<file path="config.mk">
export PLATFORM = sky130hd
export DESIGN_NAME = issue_ctrl
export DESIGN_NICKNAME = d
export VERILOG_FILES = /design/src/rtl/issue_ctrl_pkg.sv /design/src/rtl/issue_ctrl_decode.sv /design/src/rtl/issue_ctrl.sv
export SDC_FILE = /design/constraint.sdc
export NUM_CORES = 1
export LEC_CHECK = 0
export BUFFER_PORTS_ARGS = -buffer_cell sky130_fd_sc_hd__buf_2
export CORE_UTILIZATION = 40
export CTS_BUF_LIST = sky130_fd_sc_hd__clkbuf_8
export DETAILED_ROUTE_END_ITERATION = 7
export GPL_TIMING_DRIVEN = 1
export PLACE_DENSITY_LB_ADDON = 0.3
export SYNTH_ARGS = -nofsm -noshare
export SYNTH_HDL_FRONTEND = slang
export SYNTH_HIERARCHICAL = 1
export SYNTH_SLANG_ARGS = --single-unit
</file>
<file path="constraint.sdc">
create_clock -name clk_in -period 2.65 [get_ports clk_in]
set_clock_uncertainty 0.15 [all_clocks]
set_input_delay 0.53 -clock clk_in [delete_from_list [all_inputs] [get_ports clk_in]]
set_output_delay 0.53 -clock clk_in [all_outputs]
set_load 0.005 [all_outputs]
</file>
<file path="src/rtl/issue_ctrl_pkg.sv">
// issue_ctrl_pkg: shared definitions for the issue stage.
//   - Instruction/op/register/immediate widths.
//   - Decoded op codes for RV32I; OP_WOW marks an undecodable word.
//   - Op classification helpers (memory / branch / store).
//   - Issue-stage FSM state type.
package issue_ctrl_pkg;

  localparam int INS_LEN = 32;
  localparam int OP_LEN  = 6;
  localparam int REG_LEN = 5;
  localparam int IMM_LEN = 32;

  // OP_WOW is zero so a cleared issue register reads as "nothing valid".
  localparam logic [OP_LEN-1:0] OP_WOW   = 6'd0;
  localparam logic [OP_LEN-1:0] OP_LUI   = 6'd1;
  localparam logic [OP_LEN-1:0] OP_AUIPC = 6'd2;
  localparam logic [OP_LEN-1:0] OP_JAL   = 6'd3;
  localparam logic [OP_LEN-1:0] OP_JALR  = 6'd4;
  localparam logic [OP_LEN-1:0] OP_BEQ   = 6'd5;
  localparam logic [OP_LEN-1:0] OP_BNE   = 6'd6;
  localparam logic [OP_LEN-1:0] OP_BLT   = 6'd7;
  localparam logic [OP_LEN-1:0] OP_BGE   = 6'd8;
  localparam logic [OP_LEN-1:0] OP_BLTU  = 6'd9;
  localparam logic [OP_LEN-1:0] OP_BGEU  = 6'd10;
  localparam logic [OP_LEN-1:0] OP_LB    = 6'd11;
  localparam logic [OP_LEN-1:0] OP_LH    = 6'd12;
  localparam logic [OP_LEN-1:0] OP_LW    = 6'd13;
  localparam logic [OP_LEN-1:0] OP_LBU   = 6'd14;
  localparam logic [OP_LEN-1:0] OP_LHU   = 6'd15;
  localparam logic [OP_LEN-1:0] OP_SB    = 6'd16;
  localparam logic [OP_LEN-1:0] OP_SH    = 6'd17;
  localparam logic [OP_LEN-1:0] OP_SW    = 6'd18;
  localparam logic [OP_LEN-1:0] OP_ADDI  = 6'd19;
  localparam logic [OP_LEN-1:0] OP_SLTI  = 6'd20;
  localparam logic [OP_LEN-1:0] OP_SLTIU = 6'd21;
  localparam logic [OP_LEN-1:0] OP_XORI  = 6'd22;
  localparam logic [OP_LEN-1:0] OP_ORI   = 6'd23;
  localparam logic [OP_LEN-1:0] OP_ANDI  = 6'd24;
  localparam logic [OP_LEN-1:0] OP_SLLI  = 6'd25;
  localparam logic [OP_LEN-1:0] OP_SRLI  = 6'd26;
  localparam logic [OP_LEN-1:0] OP_SRAI  = 6'd27;
  localparam logic [OP_LEN-1:0] OP_ADD   = 6'd28;
  localparam logic [OP_LEN-1:0] OP_SUB   = 6'd29;
  localparam logic [OP_LEN-1:0] OP_SLL   = 6'd30;
  localparam logic [OP_LEN-1:0] OP_SLT   = 6'd31;
  localparam logic [OP_LEN-1:0] OP_SLTU  = 6'd32;
  localparam logic [OP_LEN-1:0] OP_XOR   = 6'd33;
  localparam logic [OP_LEN-1:0] OP_SRL   = 6'd34;
  localparam logic [OP_LEN-1:0] OP_SRA   = 6'd35;
  localparam logic [OP_LEN-1:0] OP_OR    = 6'd36;
  localparam logic [OP_LEN-1:0] OP_AND   = 6'd37;

  typedef enum logic [1:0] {
    ST_EMPTY = 2'd0,
    ST_FULL  = 2'd1,
    ST_BLOCK = 2'd2
  } iss_state_e;

  // Loads and stores go to the load/store buffer; everything else to the RS.
  function automatic logic is_mem_op(input logic [OP_LEN-1:0] op);
    return (op >= OP_LB) && (op <= OP_SW);
  endfunction

  function automatic logic is_branch_op(input logic [OP_LEN-1:0] op);
    return (op >= OP_BEQ) && (op <= OP_BGEU);
  endfunction

  function automatic logic is_store_op(input logic [OP_LEN-1:0] op);
    return (op >= OP_SB) && (op <= OP_SW);
  endfunction

endpackage

</file>
<file path="src/rtl/issue_ctrl_decode.sv">
// issue_ctrl_decode: purely combinational RV32I decoder.
//   ins_in  : 32-bit instruction word
//   op_out  : decoded op code (OP_WOW when undecodable)
//   rd_out, rs1_out, rs2_out : raw register fields
//   imm_out : sign-extended immediate for the instruction format
module issue_ctrl_decode
  import issue_ctrl_pkg::*;
(
  input  logic [INS_LEN-1:0] ins_in,
  output logic [OP_LEN-1:0]  op_out,
  output logic [REG_LEN-1:0] rd_out,
  output logic [REG_LEN-1:0] rs1_out,
  output logic [REG_LEN-1:0] rs2_out,
  output logic [IMM_LEN-1:0] imm_out
);

  logic [6:0] opcode;
  logic [2:0] f3;
  logic [6:0] f7;

  always_comb begin
    opcode  = ins_in[6:0];
    f3      = ins_in[14:12];
    f7      = ins_in[31:25];
    op_out  = OP_WOW;
    rd_out  = ins_in[11:7];
    rs1_out = ins_in[19:15];
    rs2_out = ins_in[24:20];
    imm_out = '0;
    case (opcode)
      7'b0110111: begin
        op_out  = OP_LUI;
        imm_out = {ins_in[31:12], 12'b0};
      end
      7'b0010111: begin
        op_out  = OP_AUIPC;
        imm_out = {ins_in[31:12], 12'b0};
      end
      7'b1101111: begin
        op_out  = OP_JAL;
        imm_out = {{12{ins_in[31]}}, ins_in[19:12], ins_in[20], ins_in[30:21], 1'b0};
      end
      7'b1100111: begin
        if (f3 == 3'b000) op_out = OP_JALR;
        imm_out = {{20{ins_in[31]}}, ins_in[31:20]};
      end
      7'b1100011: begin
        case (f3)
          3'b000:  op_out = OP_BEQ;
          3'b001:  op_out = OP_BNE;
          3'b100:  op_out = OP_BLT;
          3'b101:  op_out = OP_BGE;
          3'b110:  op_out = OP_BLTU;
          3'b111:  op_out = OP_BGEU;
          default: op_out = OP_WOW;
        endcase
        imm_out = {{20{ins_in[31]}}, ins_in[7], ins_in[30:25], ins_in[11:8], 1'b0};
      end
      7'b0000011: begin
        case (f3)
          3'b000:  op_out = OP_LB;
          3'b001:  op_out = OP_LH;
          3'b010:  op_out = OP_LW;
          3'b100:  op_out = OP_LBU;
          3'b101:  op_out = OP_LHU;
          default: op_out = OP_WOW;
        endcase
        imm_out = {{20{ins_in[31]}}, ins_in[31:20]};
      end
      7'b0100011: begin
        case (f3)
          3'b000:  op_out = OP_SB;
          3'b001:  op_out = OP_SH;
          3'b010:  op_out = OP_SW;
          default: op_out = OP_WOW;
        endcase
        imm_out = {{20{ins_in[31]}}, ins_in[31:25], ins_in[11:7]};
      end
      7'b0010011: begin
        case (f3)
          3'b000:  op_out = OP_ADDI;
          3'b010:  op_out = OP_SLTI;
          3'b011:  op_out = OP_SLTIU;
          3'b100:  op_out = OP_XORI;
          3'b110:  op_out = OP_ORI;
          3'b111:  op_out = OP_ANDI;
          3'b001:  op_out = (f7 == 7'b0000000) ? OP_SLLI : OP_WOW;
          3'b101: begin
            if (f7 == 7'b0000000)      op_out = OP_SRLI;
            else if (f7 == 7'b0100000) op_out = OP_SRAI;
            else                       op_out = OP_WOW;
          end
          default: op_out = OP_WOW;
        endcase
        imm_out = {{20{ins_in[31]}}, ins_in[31:20]};
      end
      7'b0110011: begin
        if (f7 == 7'b0000000) begin
          case (f3)
            3'b000:  op_out = OP_ADD;
            3'b001:  op_out = OP_SLL;
            3'b010:  op_out = OP_SLT;
            3'b011:  op_out = OP_SLTU;
            3'b100:  op_out = OP_XOR;
            3'b101:  op_out = OP_SRL;
            3'b110:  op_out = OP_OR;
            default: op_out = OP_AND;
          endcase
        end else if (f7 == 7'b0100000) begin
          case (f3)
            3'b000:  op_out = OP_SUB;
            3'b101:  op_out = OP_SRA;
            default: op_out = OP_WOW;
          endcase
        end
      end
      default: op_out = OP_WOW;
    endcase
  end

endmodule

</file>
<file path="src/rtl/issue_ctrl.sv">
// issue_ctrl: issue-stage sequencer between the fetch queue and ROB/RS/LSB.
//   Fetch side : if_valid_in/if_ins_in/if_pc_in/if_pred_in, if_ready_out
//   Back end   : rob_full_in, rob_tail_in, rs_full_in, lsb_full_in, jalr_done_in
//   Issue side : iss_valid_out, iss_to_rs_out, iss_to_lsb_out, decoded fields,
//                iss_rob_idx_out (passes rob_tail_in), illegal_out
//   Control    : rdy_in freezes everything, clear_in flushes to EMPTY
// Optional macro ISSUE_STAT_EN adds stat_issued_out / stat_stall_out counters.
module issue_ctrl
  import issue_ctrl_pkg::*;
#(
  parameter int ROB_IDX_W = 3,
  parameter int ADDR_W    = 32
) (
  input  logic                 clk_in,
  input  logic                 rst_in,
  input  logic                 rdy_in,
  input  logic                 clear_in,
  input  logic                 if_valid_in,
  input  logic [INS_LEN-1:0]   if_ins_in,
  input  logic [ADDR_W-1:0]    if_pc_in,
  input  logic                 if_pred_in,
  output logic                 if_ready_out,
  input  logic                 rob_full_in,
  input  logic [ROB_IDX_W-1:0] rob_tail_in,
  input  logic                 rs_full_in,
  input  logic                 lsb_full_in,
  input  logic                 jalr_done_in,
  output logic                 iss_valid_out,
  output logic                 iss_to_rs_out,
  output logic                 iss_to_lsb_out,
  output logic [OP_LEN-1:0]    iss_op_out,
  output logic [REG_LEN-1:0]   iss_rd_out,
  output logic [REG_LEN-1:0]   iss_rs1_out,
  output logic [REG_LEN-1:0]   iss_rs2_out,
  output logic [IMM_LEN-1:0]   iss_imm_out,
  output logic [ADDR_W-1:0]    iss_pc_out,
  output logic                 iss_pred_out,
  output logic [ROB_IDX_W-1:0] iss_rob_idx_out,
  output logic                 illegal_out
`ifdef ISSUE_STAT_EN
  ,
  output logic [31:0]          stat_issued_out,
  output logic [31:0]          stat_stall_out
`endif
);

  iss_state_e         state_q, state_d;
  logic [OP_LEN-1:0]  op_q, op_d;
  logic [REG_LEN-1:0] rd_q, rd_d;
  logic [REG_LEN-1:0] rs1_q, rs1_d;
  logic [REG_LEN-1:0] rs2_q, rs2_d;
  logic [IMM_LEN-1:0] imm_q, imm_d;
  logic [ADDR_W-1:0]  pc_q, pc_d;
  logic               pred_q, pred_d;

  logic [OP_LEN-1:0]  dec_op;
  logic [REG_LEN-1:0] dec_rd, dec_rs1, dec_rs2;
  logic [IMM_LEN-1:0] dec_imm;

  logic is_mem, is_wow, is_jalr, tgt_full, active;
  logic fire, illegal, if_ready, accept;

  issue_ctrl_decode u_decode (
    .ins_in  (if_ins_in),
    .op_out  (dec_op),
    .rd_out  (dec_rd),
    .rs1_out (dec_rs1),
    .rs2_out (dec_rs2),
    .imm_out (dec_imm)
  );

  // Handshake / firing. Gated with !rst_in so every strobe reads 0 while in reset.
  always_comb begin
    active   = rdy_in && !rst_in && !clear_in;
    is_mem   = is_mem_op(op_q);
    is_wow   = (op_q == OP_WOW);
    is_jalr  = (op_q == OP_JALR);
    // Only the queue the held op targets can block it.
    tgt_full = is_mem ? lsb_full_in : rs_full_in;
    fire     = active && (state_q == ST_FULL) && !is_wow && !rob_full_in && !tgt_full;
    illegal  = active && (state_q == ST_FULL) && is_wow;
    // A firing non-JALR frees the register in the same cycle for back-to-back issue.
    if_ready = active && ((state_q == ST_EMPTY) || (fire && !is_jalr));
    accept   = if_ready && if_valid_in;
  end

  // Next state and issue register.
  always_comb begin
    state_d = state_q;
    op_d    = op_q;
    rd_d    = rd_q;
    rs1_d   = rs1_q;
    rs2_d   = rs2_q;
    imm_d   = imm_q;
    pc_d    = pc_q;
    pred_d  = pred_q;

    if (rdy_in) begin
      if (clear_in) begin
        state_d = ST_EMPTY;
      end else begin
        case (state_q)
          ST_EMPTY: if (accept) state_d = ST_FULL;
          ST_FULL: begin
            if (is_wow)               state_d = ST_EMPTY;
            else if (fire && is_jalr) state_d = ST_BLOCK;
            else if (fire)            state_d = accept ? ST_FULL : ST_EMPTY;
          end
          ST_BLOCK: if (jalr_done_in) state_d = ST_EMPTY;
          default:  state_d = ST_EMPTY;
        endcase
      end

      if (accept) begin
        op_d   = dec_op;
        // Branches and stores write no register; their rd field holds immediate bits.
        rd_d   = (is_branch_op(dec_op) || is_store_op(dec_op)) ? '0 : dec_rd;
        rs1_d  = dec_rs1;
        rs2_d  = dec_rs2;
        imm_d  = dec_imm;
        pc_d   = if_pc_in;
        pred_d = if_pred_in;
      end
    end
  end

  always_ff @(posedge clk_in) begin
    if (rst_in) begin
      state_q <= ST_EMPTY;
      op_q    <= '0;
      rd_q    <= '0;
      rs1_q   <= '0;
      rs2_q   <= '0;
      imm_q   <= '0;
      pc_q    <= '0;
      pred_q  <= 1'b0;
    end else begin
      state_q <= state_d;
      op_q    <= op_d;
      rd_q    <= rd_d;
      rs1_q   <= rs1_d;
      rs2_q   <= rs2_d;
      imm_q   <= imm_d;
      pc_q    <= pc_d;
      pred_q  <= pred_d;
    end
  end

  assign if_ready_out    = if_ready;
  assign iss_valid_out   = fire;
  assign iss_to_lsb_out  = fire && is_mem;
  assign iss_to_rs_out   = fire && !is_mem;
  assign illegal_out     = illegal;
  assign iss_op_out      = op_q;
  assign iss_rd_out      = rd_q;
  assign iss_rs1_out     = rs1_q;
  assign iss_rs2_out     = rs2_q;
  assign iss_imm_out     = imm_q;
  assign iss_pc_out      = pc_q;
  assign iss_pred_out    = pred_q;
  assign iss_rob_idx_out = rob_tail_in;

`ifdef ISSUE_STAT_EN
  logic [31:0] stat_issued_q, stat_issued_d;
  logic [31:0] stat_stall_q, stat_stall_d;

  always_comb begin
    stat_issued_d = stat_issued_q;
    stat_stall_d  = stat_stall_q;
    if (rdy_in) begin
      if (fire) stat_issued_d = stat_issued_q + 32'd1;
      if (((state_q == ST_FULL) && !fire) || (state_q == ST_BLOCK))
        stat_stall_d = stat_stall_q + 32'd1;
    end
  end

  always_ff @(posedge clk_in) begin
    if (rst_in) begin
      stat_issued_q <= '0;
      stat_stall_q  <= '0;
    end else begin
      stat_issued_q <= stat_issued_d;
      stat_stall_q  <= stat_stall_d;
    end
  end

  assign stat_issued_out = stat_issued_q;
  assign stat_stall_out  = stat_stall_q;
`endif

endmodule
</file>
; ---- Word level (Yosys, flattened, before mapping)
; Cells that the tools add are included.
[classes]
shifts = 0
n_bitwise = 0
reduce_logical = 33
n_div = 0
magnitude_cmp = 6
n_addsub = 0
mux = 24
eq_ne = 23
multipliers = 0
[ops]
columns = operator, count
row1 = $pmux 32 s5, 1
row2 = $pmux 6 s9, 1
row3 = $pmux 6 s8, 1
row4 = $pmux 6 s7, 1
row5 = $eq 7x6->1 const B, 4
row6 = $pmux 4 s6, 1
row7 = $eq 7x7->1 const B, 3
row8 = $pmux 4 s5, 1
row9 = $mux 6, 3
row10 = $logic_and 1x1->1, 16
row11 = $mux 5, 3
row12 = $pmux 5 s3, 1
row13 = $eq 7x5->1 const B, 2
row14 = $eq 3x3->1 const B, 4
row15 = $le 6x5->1 const B, 2
row16 = $mux 2, 6
row17 = $pmux 6 s2, 1
row18 = $eq 7x2->1 const B, 1
row19 = $logic_not 1->1, 7
row20 = $logic_not 7->1, 1
row21 = $eq 3x2->1 const B, 2
row22 = $eq 6x3->1 const B, 1
row23 = $ge 6x3->1 const B, 1
row24 = $ge 6x4->1 const B, 1
row25 = 18 further kinds, 21
[word_totals]
romBits = 0
ff_bits = 88
mem_bits_rw = 0
input_bits = 77
word_cells = 94
output_inout_bits = 94
n_memories = 0
latch_bits = 0

; ---- Depth between registers and ports, before layout
; Gate-level depths: netlist of the first run.
[logic_depth]
depth_word = 17
ltp_mapped = 12

; ---- Cells and area by module
; The synthesis of the first run kept the hierarchy.
[by_module_without_submodules]
columns = mod, area_per_inst_um2, instances, cells_each, seq_area_each_um2
row1 = issue_ctrl, 5373.9, 1, 657, 1761.7
row2 = issue_ctrl_decode, 1127.3, 1, 167, 0.0

; ---- Worst setup path after synthesis of the first run
; Ideal clock, no wire load.
[synth_path]
path_kind = input to output
from = in rst_in
to = out if_ready_out
slack_ps = 102
required_time_ps = 1970
arrival_time_ps = 1868
path_stages = 7
path_cell_list = nor2_1 nand4b_1 nor3_1 buf_2 buf_2 a31oi_1 nor2_1
[synth_between]
elab_chain_len = 10
[synth_lines]
columns = item, line
row1 = start: declaration, issue_ctrl.sv:15  ; input logic rst_in,
row2 = $logic_not 1->1 *, issue_ctrl.sv:74  ; active = rdy_in && !rst_in && !clear_in;
row3 = $logic_and 1x1->1 * (2 in series), issue_ctrl.sv:74
row4 = $logic_and 1x1->1 (4 in series), issue_ctrl.sv:80  ; fire = active && (state_q == ST_FULL) && !is_wow && !rob_full_in && !tgt_full;
row5 = $logic_and 1x1->1, issue_ctrl.sv:83  ; if_ready = active && ((state_q == ST_EMPTY) || (fire && !is_jalr));
row6 = $logic_or 1x1->1, issue_ctrl.sv:83
row7 = $logic_and 1x1->1 *, issue_ctrl.sv:83
row8 = end: declaration, issue_ctrl.sv:22  ; output logic if_ready_out,
; Mark *: on every way between the ends. The rest lies on a longest branch, timed or not.

; ---- Worst setup path in the final report of the first run
[layout_path]
from = reg op_q[0] (netlist: iss_op_out[0])
to = out iss_to_lsb_out
[layout_between]
elab_chain_len = 6
word_cells_on_any_way = 11
classes_between = order compare (2) / mux (1) / reduce/logical (8)
[layout_lines]
columns = item, line
row1 = start: declaration, issue_ctrl.sv:48  ; logic [OP_LEN-1:0] op_q, op_d;
row2 = start signal: assignment, issue_ctrl.sv:139  ; op_q <= op_d;
row3 = $ge 6x4->1 (tied with other cells), issue_ctrl_pkg.sv:61  ; return (op >= OP_LB) && (op <= OP_SW);
row4 = $logic_and 1x1->1 or $logic_not 1->1 (tied branches), "issue_ctrl_pkg.sv:61, issue_ctrl.sv:80"
row5 = $mux 1 or $logic_and 1x1->1 (tied branches), "issue_ctrl.sv:79, issue_ctrl.sv:80"
row6 = $logic_not 1->1 or $logic_and 1x1->1 (tied branches), issue_ctrl.sv:80
row7 = $logic_and 1x1->1, issue_ctrl.sv:80
row8 = $logic_and 1x1->1 *, issue_ctrl.sv:151  ; assign iss_to_lsb_out = fire && is_mem;
row9 = end: declaration, issue_ctrl.sv:30  ; output logic iss_to_lsb_out,
; Marked as above.

==> impl_metrics.tcl, run 1 <==
set metrics [dict create \
    status "complete, but fails checks" \
    violations "negative setup slack" \
    setup_ws_ns -0.0336 \
    crit_arrival_ns 2.00 \
    syn_to_final_growth_pct 25.3 \
    slowest_stage "or4_4" \
    start_util 0.409 \
    clock-sinks 88 \
    dp_slack_ns -0.447 \
    diodes 0 \
    hpwl_um 14100 \
    powerDensity_mw_per_mm2 405 \
    max_freq_mhz 373 \
    async_reset_ff_frac 0 \
    mostFrequentLayoutCell "buf_2" \
    htreeDepth 3 \
    nets 1040 \
    drv_cap 0 \
    critPathMaxStageDelay_ns 0.55 \
    critPathMaxFanout 3 \
    clk_pin_slew_worst_paths_ns 0.09 \
    wl_per_cell_um 19.0 \
    finalHoldViolCount 0 \
    antenna_found_initial 0 \
    drv_slew 0 \
    p_int_mw 2.27 \
    swShare 0.312 \
    cts-root-buf "clkbuf_8" \
    p_leak_nw 3.17 \
    pin_count 171 \
    grt_pass1_vias 6470 \
    synth.yosys.warnings 6 \
    final_cell_mix "buf_2 (163), nand2_1 (108), a32oi_1 (87), nand4_1 (87), dfxtp_1 (85)" \
    slew_headroom 0.521 \
    path_buf_inv 2 \
    ys_types 65 \
    seq_area_mm2 0.00177 \
    rsz0062_at_grt "yes" \
    dieArea_mm2 0.0168 \
    period_minus_slack_ns 2.68 \
    cpLargestDelayFamily "simple AND/OR/NAND/NOR gates" \
    end_kind "output pin" \
    num_rows 46 \
    die_h_um 129 \
    place_area_mm2 0.00774 \
    gp_congestion 0.875 \
    cts_hold_buf 0 \
    first_iter_violations 734 \
    grt_pass1_wl_um 34200 \
    synth_edf_count 0 \
    grt_max_degree 174 \
    cts_tree "done" \
    grtUsageTotal 0.256 \
    vias_per_cell 6.32 \
    drc 0 \
    peakVddDrop_v 0.000332 \
    syn-mean-instance-area_um2 7.89 \
    drt_first_pass_iters 7 \
    cts-buffers-inserted 9 \
    cts_buffer_depth 2 \
    power_mw 3.30 \
    p_seq_frac 0.467 \
    io_buffer_count 164 \
    synth_seq_area_share 0.271 \
    required_ns 1.97 \
    finalWirelength_um 22500 \
    clockPowerShare 0.307 \
    die_x_um 129 \
    ys.flop_type "dfxtp_1" \
    ant_nets 0 \
    netlist_instances 824 \
    design_area_mm2 0.00815 \
    grt_overflow 0 \
    ys_seq_elements 88 \
    syn-num-nets 901 \
    crit_type "reg -> out" \
    crit_chain "buf_6 > or4_4 > nor3_4 > or3_2 > nor3_1 > buf_2" \
    n_fill_cell 1568 \
    synth.cell_area_mm2 0.00650 \
    worst_pin_slew_ns 0.719 \
    cp-start-kind "register" \
    p_comb_frac 0.226 \
    hp-class "in -> reg" \
    p_sw_mw 1.03 \
    fin_crit_sh 1.01 \
    vias 7487 \
    multi_input_area_mm2 0.00426 \
    drive_gt1_frac 0.313 \
    clock_latency_ns 0.38 \
    setup_viol 3 \
    placeableCoreArea_mm2 0.0159 \
]
## registers in the layout (all words and copies together), names as in the netlist
signal / cells
state_q: 2
iss_pred_out: 1
iss_rs1_out: 5
iss_rd_out: 5
iss_imm_out: 32
iss_rs2_out: 5
iss_pc_out: 32
iss_op_out: 6
## cell usage after synthesis, types with 3 or more instances
library cell / count / area, um2
clkbuf_2: 6 / 30.0
buf_6: 6 / 67.6
a21o_1: 19 / 143
o21a_1: 3 / 22.5
a32oi_1: 87 / 762
buf_2: 15 / 75.1
and2_1: 6 / 37.5
dfxtp_1: 88 / 1760
nor2_1: 16 / 60.1
a21boi_0: 5 / 37.5
o311ai_1: 19 / 166
nor2b_1: 84 / 526
nor4_1: 4 / 25.0
a22o_1: 6 / 52.6
clkbuf_1: 73 / 274
a21oi_1: 16 / 80.1
o21ai_1: 4 / 20.0
inv_1: 3 / 11.3
buf_4: 22 / 165
nand3b_1: 3 / 22.5
nor3_1: 9 / 45.0
nand2_1: 108 / 405
nand4_1: 87 / 544
nand3_1: 5 / 25.0
a31oi_1: 3 / 18.8
mux2i_1: 3 / 30.0
o311ai_0: 68 / 596
o211ai_1: 4 / 30.0
o21ai_0: 8 / 40.0
## path summary, 6_finish.rpt
check                                                  from                     endpoint  slack [ns]  depth (start not counted)
worst max-delay path             iss_op_out[0]$_SDFFE_PP0P_               iss_to_lsb_out       -0.03                          6
worst min-delay path                                 rst_in      state_q[1]$_SDFFE_PP0P_        0.22                          2
worst max register to register   iss_op_out[0]$_SDFFE_PP0P_  iss_pc_out[31]$_SDFFE_PP0P_        0.14                          8
worst min register to register  iss_pc_out[19]$_SDFFE_PP0P_  iss_pc_out[19]$_SDFFE_PP0P_        0.34                          2
## stage by stage
stage / utilization / instances / hold slack (ns) / TNS (ns)
after CTS: 0.507 / 1184 / 0.192 / -0.101
after floorplan: - / 824 / 0.316 / 0
after detailed placement: 0.487 / 1159 / 0.333 / -2.35
after global routing: 0.513 / 1184 / 0.218 / -0.401
final: 0.513 / 1184 / 0.217 / -0.0737
after global placement: 0.487 / 1159 / 0.334 / -1.91
## timing repair
item | CTS | global route
endpoints found under the setup margin | 8 | 10
pin swaps | 2 | 9
gates cloned | 0 | 0
setup buffers | 9 | 1
resized for setup | 8 | 25
## layout make-up
type | instances | area share
sequential | 88 | 0.217
clock buffer | 11 | 0.0186
inverter | 4 | 0.00215
clock inverter | 5 | 0.00661
multi-input combinational | 610 | 0.523
tap | 216 | 0.0332
timing repair buffer | 250 | 0.200
## metal layers
metal  global-route usage  wire [um]
met5                    0          0
met3               0.0603       1860
met1                0.330       9580
met4               0.0739        426
met2                0.424      10600
## cell families after synthesis
| kind of cell | synth area share |
|---|---|
| simple gates | 0.296 |
| xor+xnor | 0.00404 |
| compound gates | 0.324 |
| buf+inv | 0.0964 |
| mux | 0.00847 |
| flops | 0.271 |
## power groups by stage
stage	clock [mW]	combinational, mW	sequential, mW
4_1_cts	1.04	0.731	1.54
2_1_floorplan	0	0.382	1.57
3_3_place_gp	0	0.717	1.57
6_report	1.01	0.745	1.54
3_5_place_dp	0	0.721	1.57
5_1_grt	1.09	0.815	1.55
Note: power is estimated with default switching activity, not from simulation.
==> run 2: changes to the inputs <==
Settings changed: SETUP_SLACK_MARGIN set to 0.1.
==> run 2 against run 1 <==
Effect of this change:
- the flow still finishes with violations (negative setup slack)
- first-iteration DRC count up 1.2%
- setup slack worse by 0.021 ns
- via count fell by 0.61%
- largest cell class unchanged
- highest routed layer unchanged
==> impl_metrics.tcl, run 2 (synthesis results as in run 1) <==
set metrics [dict create \
    violations "negative setup slack" \
    drc 0 \
    hp-class "in -> reg" \
    io_buffer_count 164 \
    status "complete, but fails checks" \
    stdcell_count 1186 \
    num_rows 46 \
    die_x_um 129 \
    end_kind "output pin" \
    dieArea_mm2 0.0168 \
    die_h_um 129 \
    path_buf_inv 1 \
    drive_gt1_frac 0.318 \
    cts-buffers-inserted 9 \
    grt_pass1_vias 6517 \
    critPathMaxFanout 7 \
    clock-sinks 88 \
    grtUsageTotal 0.257 \
    nets 1042 \
    drv_cap 0 \
    wl_met1_um 9430 \
    setup_viol 3 \
    wl_met2_um 10600 \
    setup_ws_ns -0.0548 \
    cts_tree "done" \
    cpLargestDelayFamily "simple AND/OR/NAND/NOR gates" \
    vias_per_cell 6.27 \
    power_mw 3.31 \
    slew_headroom 0.540 \
    hpwl_um 14100 \
    dp_slack_ns -0.447 \
    finalWirelength_um 22400 \
    vias 7441 \
    powerDensity_mw_per_mm2 404 \
    max_freq_mhz 370 \
    period_minus_slack_ns 2.70 \
    p_leak_nw 3.20 \
    htreeDepth 3 \
    cts-root-buf "clkbuf_8" \
    crit_arrival_ns 2.02 \
    dp.cells 1159 \
    drt_first_pass_iters 6 \
    wl_met3_um 1950 \
    required_ns 1.97 \
    setup_tns_ns -0.0958 \
    design_area_mm2 0.00819 \
    diodes 0 \
    clock_latency_ns 0.38 \
    placeableCoreArea_mm2 0.0159 \
    cts_buffer_depth 2 \
    fin_crit_sh 1.02 \
    clk_pin_slew_worst_paths_ns 0.09 \
    wl_per_cell_um 18.9 \
    first_iter_violations 743 \
    grt_overflow 0 \
    slowest_stage "or3_2" \
    syn_to_final_growth_pct 26.0 \
    rsz0062_at_grt "yes" \
    top_layer_used "met4" \
    grt_max_degree 174 \
    ant_nets 0 \
    pin_count 171 \
    peakVddDrop_v 0.000333 \
    drv_slew 0 \
    mostFrequentLayoutCell "buf_2" \
    critPathMaxStageDelay_ns 0.52 \
    antenna_found_initial 0 \
    final_cell_mix "buf_2 (161), nand2_1 (107), a32oi_1 (87), nand4_1 (87), dfxtp_1 (85)" \
    finalHoldViolCount 0 \
    gp_congestion 0.875 \
    crit_chain "or4_4 > nor3_4 > or3_2 > nor3_1 > buf_2" \
    start_util 0.409 \
    cp-start-kind "register" \
    crit_type "reg -> out" \
    place_area_mm2 0.00774 \
    worst_pin_slew_ns 0.690 \
    grt_pass1_wl_um 34400 \
]
[run 2: cell type report]
class                      count  area [um2]
clock inverter                 5        53.8
sequential                    88        1770
inverter                       4        17.5
timing repair buffer         252        1660
fill                        1562        7690
multi-input combinational    610        4270
tap                          216         270
clock buffer                  11         151
[run 2: final timing paths]
check                                            startpoint                           end  slack, ns  depth (start not counted)
worst max-delay path             iss_op_out[3]$_SDFFE_PP0P_                iss_to_lsb_out      -0.05                          5
worst min-delay path                                 rst_in       state_q[1]$_SDFFE_PP0P_       0.22                          2
worst max register to register   iss_op_out[0]$_SDFFE_PP0P_  iss_imm_out[12]$_SDFFE_PP0P_       0.15                          8
worst min register to register  iss_pc_out[19]$_SDFFE_PP0P_   iss_pc_out[19]$_SDFFE_PP0P_       0.34                          2
[run 2: worst register-to-register path: stages, from the launching register on]
cell and delay, ns:
dfxtp_2 0.35, buf_6 0.11, or4_4 0.55, nor3_4 0.20, or3_2 0.21, nor2_4 0.05, buf_4 0.15, buf_12 0.18
o311ai_0 0.42
[run 2: through the flow]
stage	utilization	hold WS [ns]
after floorplan	-	0.316
after global placement	0.487	0.334
after detailed placement	0.487	0.333
after CTS	0.509	0.192
after global routing	0.516	0.218
final	0.516	0.216
[run 2: power by group]
| group | internal [mW] | leakage, nW | switching (mW) | total, mW |
|---|---|---|---|---|
| logic | 0.343 | 2.38 | 0.409 | 0.753 |
| registers | 1.44 | 0.718 | 0.0958 | 1.54 |
| clock network | 0.487 | 0.109 | 0.529 | 1.02 |
[run 2: per-layer routing]
| layer | global-route usage | up-vias |
|---|---|---|
| met5 | 0 | - |
| met2 | 0.425 | 347 |
| met4 | 0.0800 | 0 |
| met1 | 0.330 | 3530 |
| li1 | - | 3537 |
| met3 | 0.0603 | 27 |
[run 2: repair_timing]
action | 4_1_cts | 5_1_grt
hold buffers | 0 | 0
setup buffers | 9 | 4
pin swaps | 7 | 21
gates resized for setup | 20 | 35
endpoints found under the setup margin | 9 | 67
==> run 3: changes to the inputs <==
==> constraint.sdc (replaced) <==
create_clock -name clk_in -period 2.65 [get_ports clk_in]
set_clock_uncertainty 0.15 [all_clocks]
set_input_delay 0 -clock clk_in [delete_from_list [all_inputs] [get_ports clk_in]]
set_output_delay 0 -clock clk_in [all_outputs]
set_load 0.005 [all_outputs]
==> run 3 against run 2 <==
Effect of this change:
- critical path type unchanged
- largest cell class unchanged
- setup slack gained 0.30 ns
- non-clock buffer count shrank 4
- the run now ends clean
- via count grew 0.35%
- first-iteration DRC count grew 5.4%
- register-to-register slack gained 0.21 ns
- hold slack lost 0.19 ns
==> impl_metrics.tcl, run 3 (synthesis results as in run 1) <==
set metrics [dict create \
    grt_overflow 0 \
    p_int_mw 2.21 \
    cts_buffer_depth 2 \
    worst_pin_slew_ns 0.579 \
    final_cell_mix "buf_2 (164), nand2_1 (108), dfxtp_1 (88)" \
    vias_per_cell 6.33 \
    num_rows 46 \
    status "finished clean" \
    period_minus_slack_ns 2.40 \
    htreeDepth 3 \
    drv_cap 0 \
    dieArea_mm2 0.0168 \
    grt_pass1_wl_um 34400 \
    start_util 0.409 \
    swShare 0.313 \
    p_sw_mw 1.01 \
    vias 7467 \
    grt_max_degree 148 \
    drive_gt1_frac 0.235 \
    clock_latency_ns 0.38 \
    diodes 0 \
    critPathMaxFanout 23 \
    ant_nets 0 \
    multi_input_area_mm2 0.00416 \
    n_fill_cell 1546 \
    cts_tree "done" \
    mostFrequentLayoutCell "buf_2" \
    powerDensity_mw_per_mm2 395 \
    finalWirelength_um 22600 \
    io_buffer_count 164 \
    end_kind "output pin" \
    first_iter_violations 783 \
    required_ns 2.50 \
    cts-buffers-inserted 9 \
    slew_headroom 0.614 \
    peakVddDrop_v 0.000222 \
    drv_slew 0 \
    rsz0062_at_grt "no" \
    critPathMaxStageDelay_ns 0.40 \
    grtUsageTotal 0.256 \
    drt_first_pass_iters 6 \
    wl_per_cell_um 19.1 \
    crit_type "reg -> out" \
    nets 1038 \
    pin_count 171 \
    cts-root-buf "clkbuf_8" \
    syn_to_final_growth_pct 25.0 \
    slowest_stage "dfxtp_1" \
    p_seq_frac 0.478 \
    clk_pin_slew_worst_paths_ns 0.09 \
    clock-sinks 88 \
    gp_congestion 0.899 \
    cp-start-kind "register" \
    hp-class "in -> reg" \
    fin_crit_sh 0.907 \
    p_comb_frac 0.237 \
    grt_pass1_vias 6362 \
    seq_area_mm2 0.00176 \
    die_x_um 129 \
    hpwl_um 13600 \
    max_freq_mhz 416 \
    crit_arrival_ns 2.25 \
    setup_tns_ns 0 \
    die_h_um 129 \
    clockPowerShare 0.285 \
    crit_chain "a21oi_1 > mux2i_2 > buf_4 > mux2_2 > nor2_4 > buf_6 > buf_2" \
    antenna_found_initial 0 \
    placeableCoreArea_mm2 0.0159 \
    setup_viol 0 \
    p_leak_nw 3.04 \
    finalHoldViolCount 0 \
    hold_slack_ns 0.0283 \
    drc 0 \
]
==> run 3: stage by stage <==
stage / util / setup WS (ns) / total power [mW] / instance area, um2 / cells
finish: 0.512 / 0.245 / 3.21 / 8130 / 1180
global route: 0.512 / 0.152 / 3.38 / 8130 / 1180
CTS: 0.509 / 0.115 / 3.22 / 8080 / 1177
detailed placement: 0.459 / 0.0878 / 2.23 / 7280 / 1103
global placement: 0.459 / 0.104 / 2.23 / 7280 / 1103
floorplan: - / 0.556 / 1.95 / 6500 / 824
==> run 3: layout make-up <==
type                    count  area share
inverters                   4     0.00216
multi-input cells         610       0.511
clock inverters             2     0.00169
well taps                 216      0.0333
clock buffers              12      0.0203
flip-flops and latches     88       0.217
repair buffers            248       0.214
==> run 3: final timing paths <==
path / endpoint / cells past startpoint / startpoint / slack [ns]
worst max-delay path: iss_valid_out / 7 / iss_op_out[2]$_SDFFE_PP0P_ / 0.25
worst min-delay path: iss_imm_out[28]$_SDFFE_PP0P_ / 5 / if_ins_in[28] / 0.03
worst max register to register: iss_imm_out[27]$_SDFFE_PP0P_ / 6 / iss_op_out[0]$_SDFFE_PP0P_ / 0.36
worst min register to register: iss_pc_out[8]$_SDFFE_PP0P_ / 2 / iss_pc_out[8]$_SDFFE_PP0P_ / 0.35
==> run 3: power by group through the flow <==
| stage | combinational (mW) | clock (mW) | sequential [mW] |
|---|---|---|---|
| 2_1_floorplan | 0.382 | 0 | 1.57 |
| 3_3_place_gp | 0.669 | 0 | 1.56 |
| 3_5_place_dp | 0.670 | 0 | 1.56 |
| 4_1_cts | 0.748 | 0.942 | 1.53 |
| 5_1_grt | 0.828 | 1.00 | 1.55 |
| 6_report | 0.762 | 0.914 | 1.54 |
==> run 3: layer usage <==
layer  track usage  vias up  part of all wire
li1              -     3521                 -
met3        0.0648       34             0.086
met4        0.0841        0             0.024
met2         0.408      389              0.46
met1         0.336     3523              0.43
met5             0        -                 0
==> run 3: timing repair <==
| action | CTS | global route |
|---|---|---|
| gates cloned | 1 | 1 |
| setup endpoints to repair | 2 | 2 |
| buffers inserted | 1 | 2 |
| hold buffers | 58 | 0 |
| gates resized for setup | 0 | 1 |
| endpoints found under the hold margin | 53 | 0 |
==> run 3: worst max-delay path: cells and delay by family (launching register included) <==
family / cells / cell delay, ns
buffers and inverters: 3 / 0.54
muxes: 2 / 0.59
DFF: 1 / 0.40
and+or+nand+nor: 1 / 0.14
AOI/OAI and AO/OA: 1 / 0.20
